==> config.mk <==
export PLATFORM = sky130hd
export DESIGN_NAME = gmux_sel_ctrl_flat
export DESIGN_NICKNAME = d
export VERILOG_FILES = /design/src/rtl/gmux_pkg.sv /design/src/rtl/gmux_sel_ctrl_if.sv /design/src/rtl/gmux_req_sync.sv /design/src/rtl/gmux_sel_ctrl.sv /design/src/flat_wrapper.sv
export SDC_FILE = /design/constraint.sdc
export NUM_CORES = 1
export LEC_CHECK = 0
export ABC_AREA = 0
export BUFFER_PORTS_ARGS = -buffer_cell sky130_fd_sc_hd__buf_2
export CAP_MARGIN = 5
export CORE_MARGIN = 2
export CORE_UTILIZATION = 55
export CTS_CLUSTER_DIAMETER = 50
export CTS_CLUSTER_SIZE = 28
export DETAILED_ROUTE_END_ITERATION = 8
export HOLD_SLACK_MARGIN = 0.08
export PLACE_DENSITY = 0.77
export SYNTH_ARGS = -nofsm -noshare
export SYNTH_HDL_FRONTEND = slang
export SYNTH_SLANG_ARGS = --single-unit
export TNS_END_PERCENT = 1
==> constraint.sdc <==
create_clock -name i_qck -period 2.4 [get_ports i_qck]
set_input_delay 0.48 -clock i_qck [delete_from_list [all_inputs] [get_ports i_qck]]
set_output_delay 0.48 -clock i_qck [all_outputs]
set_load 0.01 [all_outputs]
==> src/rtl/gmux_pkg.sv <==
// ---------------------------------------------------------------------------
// gmux_pkg
// Shared definitions for the global-clock-mux select controller:
//   - FSM state encoding (gmux_state_t)
//   - settle/min-on counter width and episode counter width
//   - legal parameter ranges, plus small helpers used for the elaboration
//     range checks and for counter load values
// No ports; imported by gmux_sel_ctrl_if, gmux_req_sync and gmux_sel_ctrl.
// ---------------------------------------------------------------------------
package gmux_pkg;

  // Counter used for both the settle window and the minimum-on window
  localparam int CNT_W = 8;
  // Width of the completed-episode counter (wraps 255 -> 0)
  localparam int EP_W = 8;

  // Legal parameter ranges
  localparam int SYNC_STAGES_MIN   = 2;
  localparam int SYNC_STAGES_MAX   = 4;
  localparam int SETTLE_CYCLES_MIN = 1;
  localparam int SETTLE_CYCLES_MAX = 255;
  localparam int MIN_ON_CYCLES_MIN = 1;
  localparam int MIN_ON_CYCLES_MAX = 255;

  typedef logic [CNT_W-1:0] gmux_cnt_t;
  typedef logic [EP_W-1:0]  gmux_ep_t;

  // IDLE : mux deselected, no handshake
  // ARM  : request seen, clock held off while the mux input settles
  // ON   : clock passed downstream
  // DRAIN: clock removed, acknowledge still held while the mux settles
  typedef enum logic [1:0] {
    IDLE  = 2'd0,
    ARM   = 2'd1,
    ON    = 2'd2,
    DRAIN = 2'd3
  } gmux_state_t;

  function automatic bit inRange(input int value, input int lo, input int hi);
    return (value >= lo) && (value <= hi);
  endfunction

  // A window of N cycles is timed by loading N-1 and leaving on zero
  function automatic gmux_cnt_t cntLoad(input int cycles);
    return gmux_cnt_t'(cycles - 1);
  endfunction

endpackage

==> src/rtl/gmux_sel_ctrl_if.sv <==
// ---------------------------------------------------------------------------
// gmux_sel_ctrl_if
// Bundles the request/kill inputs and the mux-select/handshake outputs of
// the global-clock-mux select controller.
//   req      : enable request, asynchronous level (four-phase handshake)
//   forceOff : synchronous kill, overrides req
//   is0      : select to the downstream clock mux, 1 passes the clock
//   ack      : handshake acknowledge, level
//   abort    : one-cycle pulse when a request is withdrawn while arming
//   episodes : count of completed ARM->ON transitions
// Modports: master (requester side), slave (controller side).
// ---------------------------------------------------------------------------
interface gmux_sel_ctrl_if;
  import gmux_pkg::*;

  logic     req;
  logic     forceOff;
  logic     is0;
  logic     ack;
  logic     abort;
  gmux_ep_t episodes;

  modport master (
    output req,
    output forceOff,
    input  is0,
    input  ack,
    input  abort,
    input  episodes
  );

  modport slave (
    input  req,
    input  forceOff,
    output is0,
    output ack,
    output abort,
    output episodes
  );

endinterface

==> src/rtl/gmux_req_sync.sv <==
// ---------------------------------------------------------------------------
// gmux_req_sync
// Multi-flop synchroniser bringing the asynchronous request level into the
// control clock domain. Only the last stage is used downstream.
// Ports:
//   i_clk   : control clock
//   i_rst   : synchronous active-high reset, clears every stage to 0
//   i_async : asynchronous input level
//   o_sync  : synchronised level (last stage)
// ---------------------------------------------------------------------------
module gmux_req_sync
  import gmux_pkg::*;
#(
  parameter int SYNC_STAGES = SYNC_STAGES_MIN
) (
  input  logic i_clk,
  input  logic i_rst,
  input  logic i_async,
  output logic o_sync
);

  logic [SYNC_STAGES-1:0] r_stages;

  // Shift register: the input enters stage 0 and moves one stage per edge.
  // Reset forces every stage low so a request present during reset is only
  // seen after the full synchroniser delay.
  always_ff @(posedge i_clk) begin
    if (i_rst) begin
      r_stages <= '0;
    end else begin
      r_stages <= {r_stages[SYNC_STAGES-2:0], i_async};
    end
  end

  assign o_sync = r_stages[SYNC_STAGES-1];

endmodule

==> src/rtl/gmux_sel_ctrl.sv <==
// ---------------------------------------------------------------------------
// gmux_sel_ctrl
// Select controller for a glitch-free global clock mux. A request is
// synchronised, then the mux input is given SETTLE_CYCLES to settle before
// the select (is0) is raised. Once on, the select stays high for at least
// MIN_ON_CYCLES. On release (or kill) the select drops at once, while the
// acknowledge is held for a further SETTLE_CYCLES so the requester cannot
// re-request before the mux has settled.
// Parameters:
//   SYNC_STAGES   : request synchroniser depth (2..4)
//   SETTLE_CYCLES : cycles the select is held low before assertion and
//                   after deassertion (1..255)
//   MIN_ON_CYCLES : minimum cycles the select stays high (1..255)
// Ports:
//   i_qck   : control clock
//   i_qrt   : synchronous active-high reset
//   io_gmux : request/kill inputs and select/handshake outputs
// ---------------------------------------------------------------------------
module gmux_sel_ctrl
  import gmux_pkg::*;
#(
  parameter int SYNC_STAGES   = 2,
  parameter int SETTLE_CYCLES = 4,
  parameter int MIN_ON_CYCLES = 8
) (
  input  logic            i_qck,
  input  logic            i_qrt,
  gmux_sel_ctrl_if.slave  io_gmux
);

  // Out-of-range parameters stop elaboration
  if (!inRange(SYNC_STAGES, SYNC_STAGES_MIN, SYNC_STAGES_MAX)) begin : g_badSync
    $error("gmux_sel_ctrl: SYNC_STAGES=%0d out of range", SYNC_STAGES);
  end
  if (!inRange(SETTLE_CYCLES, SETTLE_CYCLES_MIN, SETTLE_CYCLES_MAX)) begin : g_badSettle
    $error("gmux_sel_ctrl: SETTLE_CYCLES=%0d out of range", SETTLE_CYCLES);
  end
  if (!inRange(MIN_ON_CYCLES, MIN_ON_CYCLES_MIN, MIN_ON_CYCLES_MAX)) begin : g_badMinOn
    $error("gmux_sel_ctrl: MIN_ON_CYCLES=%0d out of range", MIN_ON_CYCLES);
  end

  localparam gmux_cnt_t SETTLE_LOAD = cntLoad(SETTLE_CYCLES);
  localparam gmux_cnt_t MIN_ON_LOAD = cntLoad(MIN_ON_CYCLES);
  localparam gmux_cnt_t CNT_ONE     = gmux_cnt_t'(1);
  localparam gmux_ep_t  EP_ONE      = gmux_ep_t'(1);

  gmux_state_t r_state;
  gmux_cnt_t   r_cnt;
  logic        r_is0;
  logic        r_ack;
  logic        r_abort;
  gmux_ep_t    r_episodes;

  gmux_state_t w_nextState;
  gmux_cnt_t   w_nextCnt;
  logic        w_nextAbort;
  gmux_ep_t    w_nextEpisodes;
  logic        w_nextIs0;
  logic        w_nextAck;
  logic        w_reqS;
  logic        w_forceOff;

  assign w_forceOff = io_gmux.forceOff;

  gmux_req_sync #(
    .SYNC_STAGES (SYNC_STAGES)
  ) u_reqSync (
    .i_clk   (i_qck),
    .i_rst   (i_qrt),
    .i_async (io_gmux.req),
    .o_sync  (w_reqS)
  );

  // Next-state logic. The single counter times whichever window the current
  // state needs: settle in ARM/DRAIN, minimum-on in ON (saturating at zero
  // so a long-held request simply keeps the select high). forceOff is
  // checked first so it always beats a simultaneous request.
  always_comb begin
    w_nextState    = r_state;
    w_nextCnt      = r_cnt;
    w_nextAbort    = 1'b0;
    w_nextEpisodes = r_episodes;

    case (r_state)
      IDLE: begin
        if (w_reqS && !w_forceOff) begin
          w_nextState = ARM;
          w_nextCnt   = SETTLE_LOAD;
        end
      end

      ARM: begin
        if (w_forceOff) begin
          w_nextState = DRAIN;
          w_nextCnt   = SETTLE_LOAD;
        end else if (!w_reqS) begin
          w_nextState = IDLE;
          w_nextCnt   = '0;
          w_nextAbort = 1'b1;
        end else if (r_cnt == '0) begin
          w_nextState    = ON;
          w_nextCnt      = MIN_ON_LOAD;
          w_nextEpisodes = r_episodes + EP_ONE;
        end else begin
          w_nextCnt = r_cnt - CNT_ONE;
        end
      end

      ON: begin
        if (w_forceOff || (!w_reqS && (r_cnt == '0))) begin
          w_nextState = DRAIN;
          w_nextCnt   = SETTLE_LOAD;
        end else if (r_cnt != '0) begin
          w_nextCnt = r_cnt - CNT_ONE;
        end
      end

      DRAIN: begin
        if (r_cnt == '0) begin
          w_nextState = IDLE;
        end else begin
          w_nextCnt = r_cnt - CNT_ONE;
        end
      end

      default: begin
        w_nextState = IDLE;
        w_nextCnt   = '0;
      end
    endcase
  end

  // The outputs are decoded from the next state and registered, so is0 and
  // ack come straight from flops and can only change at a clock edge.
  always_comb begin
    w_nextIs0 = (w_nextState == ON);
    w_nextAck = (w_nextState == ON) || (w_nextState == DRAIN);
  end

  // State, counter and output registers. Reset drops the select on the
  // reset edge itself, with no drain window, abort pulse or episode count.
  always_ff @(posedge i_qck) begin
    if (i_qrt) begin
      r_state    <= IDLE;
      r_cnt      <= '0;
      r_is0      <= 1'b0;
      r_ack      <= 1'b0;
      r_abort    <= 1'b0;
      r_episodes <= '0;
    end else begin
      r_state    <= w_nextState;
      r_cnt      <= w_nextCnt;
      r_is0      <= w_nextIs0;
      r_ack      <= w_nextAck;
      r_abort    <= w_nextAbort;
      r_episodes <= w_nextEpisodes;
    end
  end

  assign io_gmux.is0      = r_is0;
  assign io_gmux.ack      = r_ack;
  assign io_gmux.abort    = r_abort;
  assign io_gmux.episodes = r_episodes;

endmodule

==> src/flat_wrapper.sv <==
// flat-port wrapper written by rule: the top's interface ports become plain ports
module gmux_sel_ctrl_flat import gmux_pkg::*;
#(
  parameter int SYNC_STAGES   = 2,
  parameter int SETTLE_CYCLES = 4,
  parameter int MIN_ON_CYCLES = 8
)
  (i_qck, i_qrt, io_gmux_req, io_gmux_forceOff, io_gmux_is0, io_gmux_ack, io_gmux_abort, io_gmux_episodes);
  gmux_sel_ctrl_if io_gmux_i ();
  input  logic i_qck;
  input  logic i_qrt;
  input wire logic [$bits(io_gmux_i.req)-1:0] io_gmux_req;
  input wire logic [$bits(io_gmux_i.forceOff)-1:0] io_gmux_forceOff;
  output wire logic [$bits(io_gmux_i.is0)-1:0] io_gmux_is0;
  output wire logic [$bits(io_gmux_i.ack)-1:0] io_gmux_ack;
  output wire logic [$bits(io_gmux_i.abort)-1:0] io_gmux_abort;
  output wire logic [$bits(io_gmux_i.episodes)-1:0] io_gmux_episodes;
  assign io_gmux_i.req = io_gmux_req;
  assign io_gmux_i.forceOff = io_gmux_forceOff;
  assign io_gmux_is0 = io_gmux_i.is0;
  assign io_gmux_ack = io_gmux_i.ack;
  assign io_gmux_abort = io_gmux_i.abort;
  assign io_gmux_episodes = io_gmux_i.episodes;
  gmux_sel_ctrl #(.SYNC_STAGES(SYNC_STAGES), .SETTLE_CYCLES(SETTLE_CYCLES), .MIN_ON_CYCLES(MIN_ON_CYCLES)) u_core (.i_qck(i_qck), .i_qrt(i_qrt), .io_gmux(io_gmux_i));
endmodule
## Word-level counts from Yosys, hierarchy flattened

Cells that the tools add are included.

- $add $sub $neg: 2
- $mul: 0
- Div/mod/pow operators: 0
- Magnitude comparators: 0
- Eq/ne operators: 8
- Shift operators: 0
- Muxes and demuxes: 16
- Bitwise logic cells: 2
- Reduce and logical (&&, ||, !) cells: 12

Operator list:

| cell | number |
|---|---|
| 8-bit 2-to-1 mux | 7 |
| 8-bit case mux with 4 select lines | 1 |
| 2-bit 2-to-1 mux | 6 |
| 8-bit by 1-bit adder with 8-bit output, second input constant | 1 |
| 2-bit equality test, second input constant | 4 |
| 8-bit zero test | 1 |
| 2-bit case mux with 4 select lines | 1 |
| 8-bit nonzero test | 1 |
| 8-bit by 1-bit subtractor with 8-bit output, second input constant | 1 |
| 4-bit AND reduction | 1 |
| 3-bit by 1-bit != test with 1-bit output, second input constant | 1 |
| 3-bit AND reduction | 1 |
| 3-bit OR reduction | 1 |
| 2-bit by 1-bit equality test with 1-bit output, second input constant | 1 |
| 1-bit logical AND | 2 |
| 1-bit zero test | 2 |
| 2-bit zero test | 1 |
| 1-bit logical OR | 2 |
| 2-bit by 1-bit != test with 1-bit output, second input constant | 1 |
| 2-bit != test, second input constant | 1 |
| 1-bit NOT | 2 |
| 1-bit 2-to-1 mux | 1 |

- Flip-flop bits (word level): 23
- Latch bits: 0
- RAM bits: 0
- Memory bits (read-only): 0
- Bits of input ports: 4
- Output and inout bits: 11
- Word-level logic and storage cells: 47
- Memories kept: 0

## Depth between registers and ports, before layout

- Depth in word-level cells: 7
- Gate-level depth with buffers: 8
- Depth with buffers taken out: 7

## Cells and area by module

From an unflattened synthesis, not the netlist that was laid out.

- Cell total of the unflattened synthesis: 141
- Area total of the unflattened synthesis: 1,290.0 um^2

By module, submodules not included:

| module | instances | cells an instance | area an instance (um^2) | sequential area each (um^2) |
|---|---|---|---|---|
| gmux_sel_ctrl | 1 | 137 | 1,237.4 | 420.4 |
| gmux_req_sync | 1 | 4 | 52.6 | 40.0 |

## Least setup slack after synthesis

OpenSTA, ideal clock, no wires.

- Path kind: register -> register
- Start: reg u_core.r_cnt[0]
- End: reg u_core.r_episodes[7], in the netlist u_core.io_gmux.episodes[7]
- Setup time: 0.128 ns
- Arrival time: 1.939 ns
- Data required time: 2.272 ns
- Path slack: 0.333 ns
- Stages on the path, launching flop included: 9
- Buffers on the path: 1
- Period minus slack after synthesis: 2.067 ns
- Path through: dfxtp_1 > inv_1 > ha_1 > or4b_1 > buf_2 > or3_4 > nor4_4 > xnor2_1 > nor2_1

- Longest elaborated chain between the ends: 2

RTL lines:

| item | RTL line | RTL |
|---|---|---|
| start: declaration | gmux_sel_ctrl.sv:48 | `gmux_cnt_t r_cnt;` |
| start signal: assignment | gmux_sel_ctrl.sv:152 | `r_cnt <= w_nextCnt;` |
| 8-bit zero test | gmux_sel_ctrl.sv:100 | `end else if (r_cnt == '0) begin` |
| 4-bit AND reduction (no line) | - |  |
| end signal: assignment | gmux_sel_ctrl.sv:156 | `r_episodes <= w_nextEpisodes;` |
| end: declaration | gmux_sel_ctrl.sv:52 | `gmux_ep_t r_episodes;` |

No other way between the ends.
A chain may end at the register's enable or synchronous reset.

## Worst setup path after layout

Same ends and word-level chain as after synthesis.

==> out/qor.yml <==
maxCapViolations: 0
yosys_warnings: 0
clk_latency_ns: 0.32
r2r_slack_ns: 0.20
drcViolationCount: 0
clkSinkCount: 23
ctsLongestPathBuffers: 2
nFillCells: 190
die_area_mm2: 0.00245
reg2reg_from: "u_core.r_cnt[0]"
dr.pass1.iters: 4
syn-num-nets: 142
crit_type: "flip-flop to flip-flop"
r2r-end: "u_core.io_gmux.episodes[7]"
path_max_fanout: 6
layout-drive-gt1-share_pct: 14.8
synth_compound_area_share_pct: 18.4
grt_max_degree: 22
dp_hpwl_um: 1620
required_ns: 2.61
worst_pin_slew_ns: 0.516
detail-route-antenna-nets: 0
grt_use_total_pct: 19.6
arrival_ns: 2.40
dieWidth_um: 49.5
worstHoldEndpoint: "u_core.u_reqSync.r_stages[0]"
fmax_mhz: 455
fin_ws_ns: 0.202
min_from: "io_gmux_req"
diodes: 0
fin_setup_tns_ns: 0
cts_setup_buffers: 0
rsz0062_at_grt: "no"
ios: 15
status: "complete, no violations"
cts_tree: "done"
grt_pass1_vias: 940
min_path_cells: 2
hold_viol_final: 0
vias: 996
yosys.area_share.xor_xnor_pct: 5.38
cts_hold_buffers: 0
final_max_slew_viol_count: 0
synth.area.mux_share_pct: 0.879
avgSynthCellArea_um2: 8.37
grt_overflow_total: 0
syn_area_mm2: 0.00114
antenna_found_initial: 0
p_per_area_mw_per_mm2: 530
numPortBuffers: 14
slew_headroom_pct: 65.3
ys_seq_area_share_pct: 40.4
fin_crit_sh_pct: 91.6
min_path_type: "primary input to flip-flop"
startpoint_type: "flip-flop"
initial_core_util_pct: 58.0
synth-main-ff-cell: "dfxtp_1"
ys_types: 40
clock_skew_ns: 0.00437
synth-async-reset-ratio_pct: 0
fin_crit_ns: 2.20
synth_top_family_by_area: "simple AND/OR/NAND/NOR gates"
clk_pin_slew_ns: 0.12
rows: 16
r2r_cells: 7
root_buffer: "clkbuf_4"
grt_pass1_wl_um: 3740
htree_levels: 1
routed_wl_um: 2140
coreArea_mm2: 0.00196
synthSimpleGateAreaFrac_pct: 29.7
synth_cells: 136
num-nets-final: 156
max-vdd-ir-drop_mv: 0.359
post_cts_resized: 0
ys_seq_elements: 23
drt_iter0_markers: 19
wl_per_cell_um: 12.2
syn_to_final_growth_pct: 10.0
die_y_um: 49.5
endpoint_kind: "flip-flop"
via_per_inst: 5.66
setup_violations: 0
post-place-ws_ns: 0.218
synth_fa_ha_area_share_pct: 2.20
gp_congestion: 0.810
p_leak_nw: 0.485
synth_edf_count: 0
cts_made_buffers: 3
## layout make-up
class	count	area, um^2	share of cell area (%)
multi-input cells	104	643	51.3
clock buffers	4	26.3	2.10
repair buffers	15	77.6	6.19
flip-flops and latches	23	460	36.8
well taps	27	33.8	2.70
inverters	3	11.3	0.899
## worst max path at each step
| stage | endpoint | startpoint | depth (start not counted) | slack [ns] |
|---|---|---|---|---|
| floorplan | u_core.io_gmux.episodes[7] | u_core.r_cnt[0] | 8 | 0.33 |
| finish | u_core.io_gmux.episodes[7] | u_core.r_cnt[0] | 7 | 0.20 |
| global placement | u_core.io_gmux.episodes[6] | u_core.r_cnt[0] | 7 | 0.27 |
| detailed placement | u_core.io_gmux.episodes[7] | u_core.r_cnt[0] | 7 | 0.22 |
| CTS | u_core.io_gmux.episodes[7] | u_core.r_cnt[0] | 7 | 0.20 |
| global route | u_core.io_gmux.episodes[7] | u_core.r_cnt[0] | 7 | 0.05 |
## routing by layer
| layer | wire [um] | GRT usage, % | vias up |
|---|---|---|---|
| met3 | 65 | 1.82 | 3 |
| li1 | - | - | 516 |
| met5 | 0 | 0 | - |
| met4 | 36 | 9.72 | 0 |
| met1 | 964 | 20.5 | 453 |
| met2 | 1080 | 38.5 | 24 |
## worst max-delay path: stages, from the launching register on
cell	delay [ns]
dfxtp_1	0.34
inv_1	0.09
ha_1	0.21
or4b_1	0.55
or3_4	0.46
nor4_4	0.23
xnor2_1	0.16
nor2_1	0.06
## layout by cell type, fill, tap and decap left out, drive strengths merged, types with 4 or more instances in the layout
master | Yosys | layout
o21ai | 10 | 10
xnor2 | 4 | 4
nor2 | 16 | 16
nand2 | 10 | 10
a21oi | 9 | 9
nor2b | 5 | 5
buf | 1 | 15
nor3 | 7 | 7
or3 | 4 | 4
dfxtp | 23 | 23
clkbuf | 5 | 4
nand2b | 4 | 4
## sequential cells by signal, summed over array words and instances, names as in the netlist
register                   flops
u_core.r_cnt                   8
u_core.io_gmux.is0             1
u_core.io_gmux.abort           1
u_core.r_state                 2
u_core.io_gmux.ack             1
u_core.io_gmux.episodes        8
u_core.u_reqSync.r_stages      2
## cell families (layout without fill, tap and decap cells)
kind of cell | Yosys count | in the layout
compound gates | 34 | 34
xor+xnor | 7 | 7
fa+ha+maj | 2 | 2
buf+inv | 9 | 22
flops | 23 | 23
mux | 1 | 1
simple gates | 60 | 60
## synth_stat cells, drive strengths merged, types with 2 or more instances
cell type | count | area (um^2)
inv | 3 | 11.3
clkbuf | 5 | 18.8
or4b | 2 | 20.0
nand2 | 10 | 37.5
or3 | 4 | 31.3
a211oi | 2 | 15.0
nor2 | 16 | 60.1
nand4 | 3 | 18.8
xor2 | 3 | 26.3
o21ai | 10 | 50.1
nand2b | 4 | 25.0
ha | 2 | 25.0
nor3 | 7 | 35.0
nor2b | 5 | 31.3
nand3 | 2 | 10.0
o21a | 3 | 22.5
dfxtp | 23 | 460
a21oi | 9 | 45.0
a31oi | 2 | 12.5
nor4 | 2 | 27.5
xnor2 | 4 | 35.0
## power by group
group	switching (mW)	leakage, nW	total, mW	internal (mW)
clock	0.114	0.0150	0.179	0.0652
combinational	0.0530	0.283	0.0846	0.0316
sequential	0.00917	0.186	0.400	0.390
total	0.176	0.485	0.663	0.487
## per-stage QoR
stage | instance area, um^2 | power, mW | cells | util (%) | hold WS [ns]
2_1_floorplan | 1140 | 0.476 | 136 | - | 0.414
3_3_place_gp | 1230 | 0.491 | 172 | 62.5 | 0.420
3_5_place_dp | 1230 | 0.492 | 172 | 62.5 | 0.426
4_1_cts | 1250 | 0.668 | 176 | 63.8 | 0.365
5_1_grt | 1250 | 0.691 | 176 | 63.8 | 0.398
6_report | 1250 | 0.663 | 176 | 63.8 | 0.363
Power figures use the tool's default switching activity.
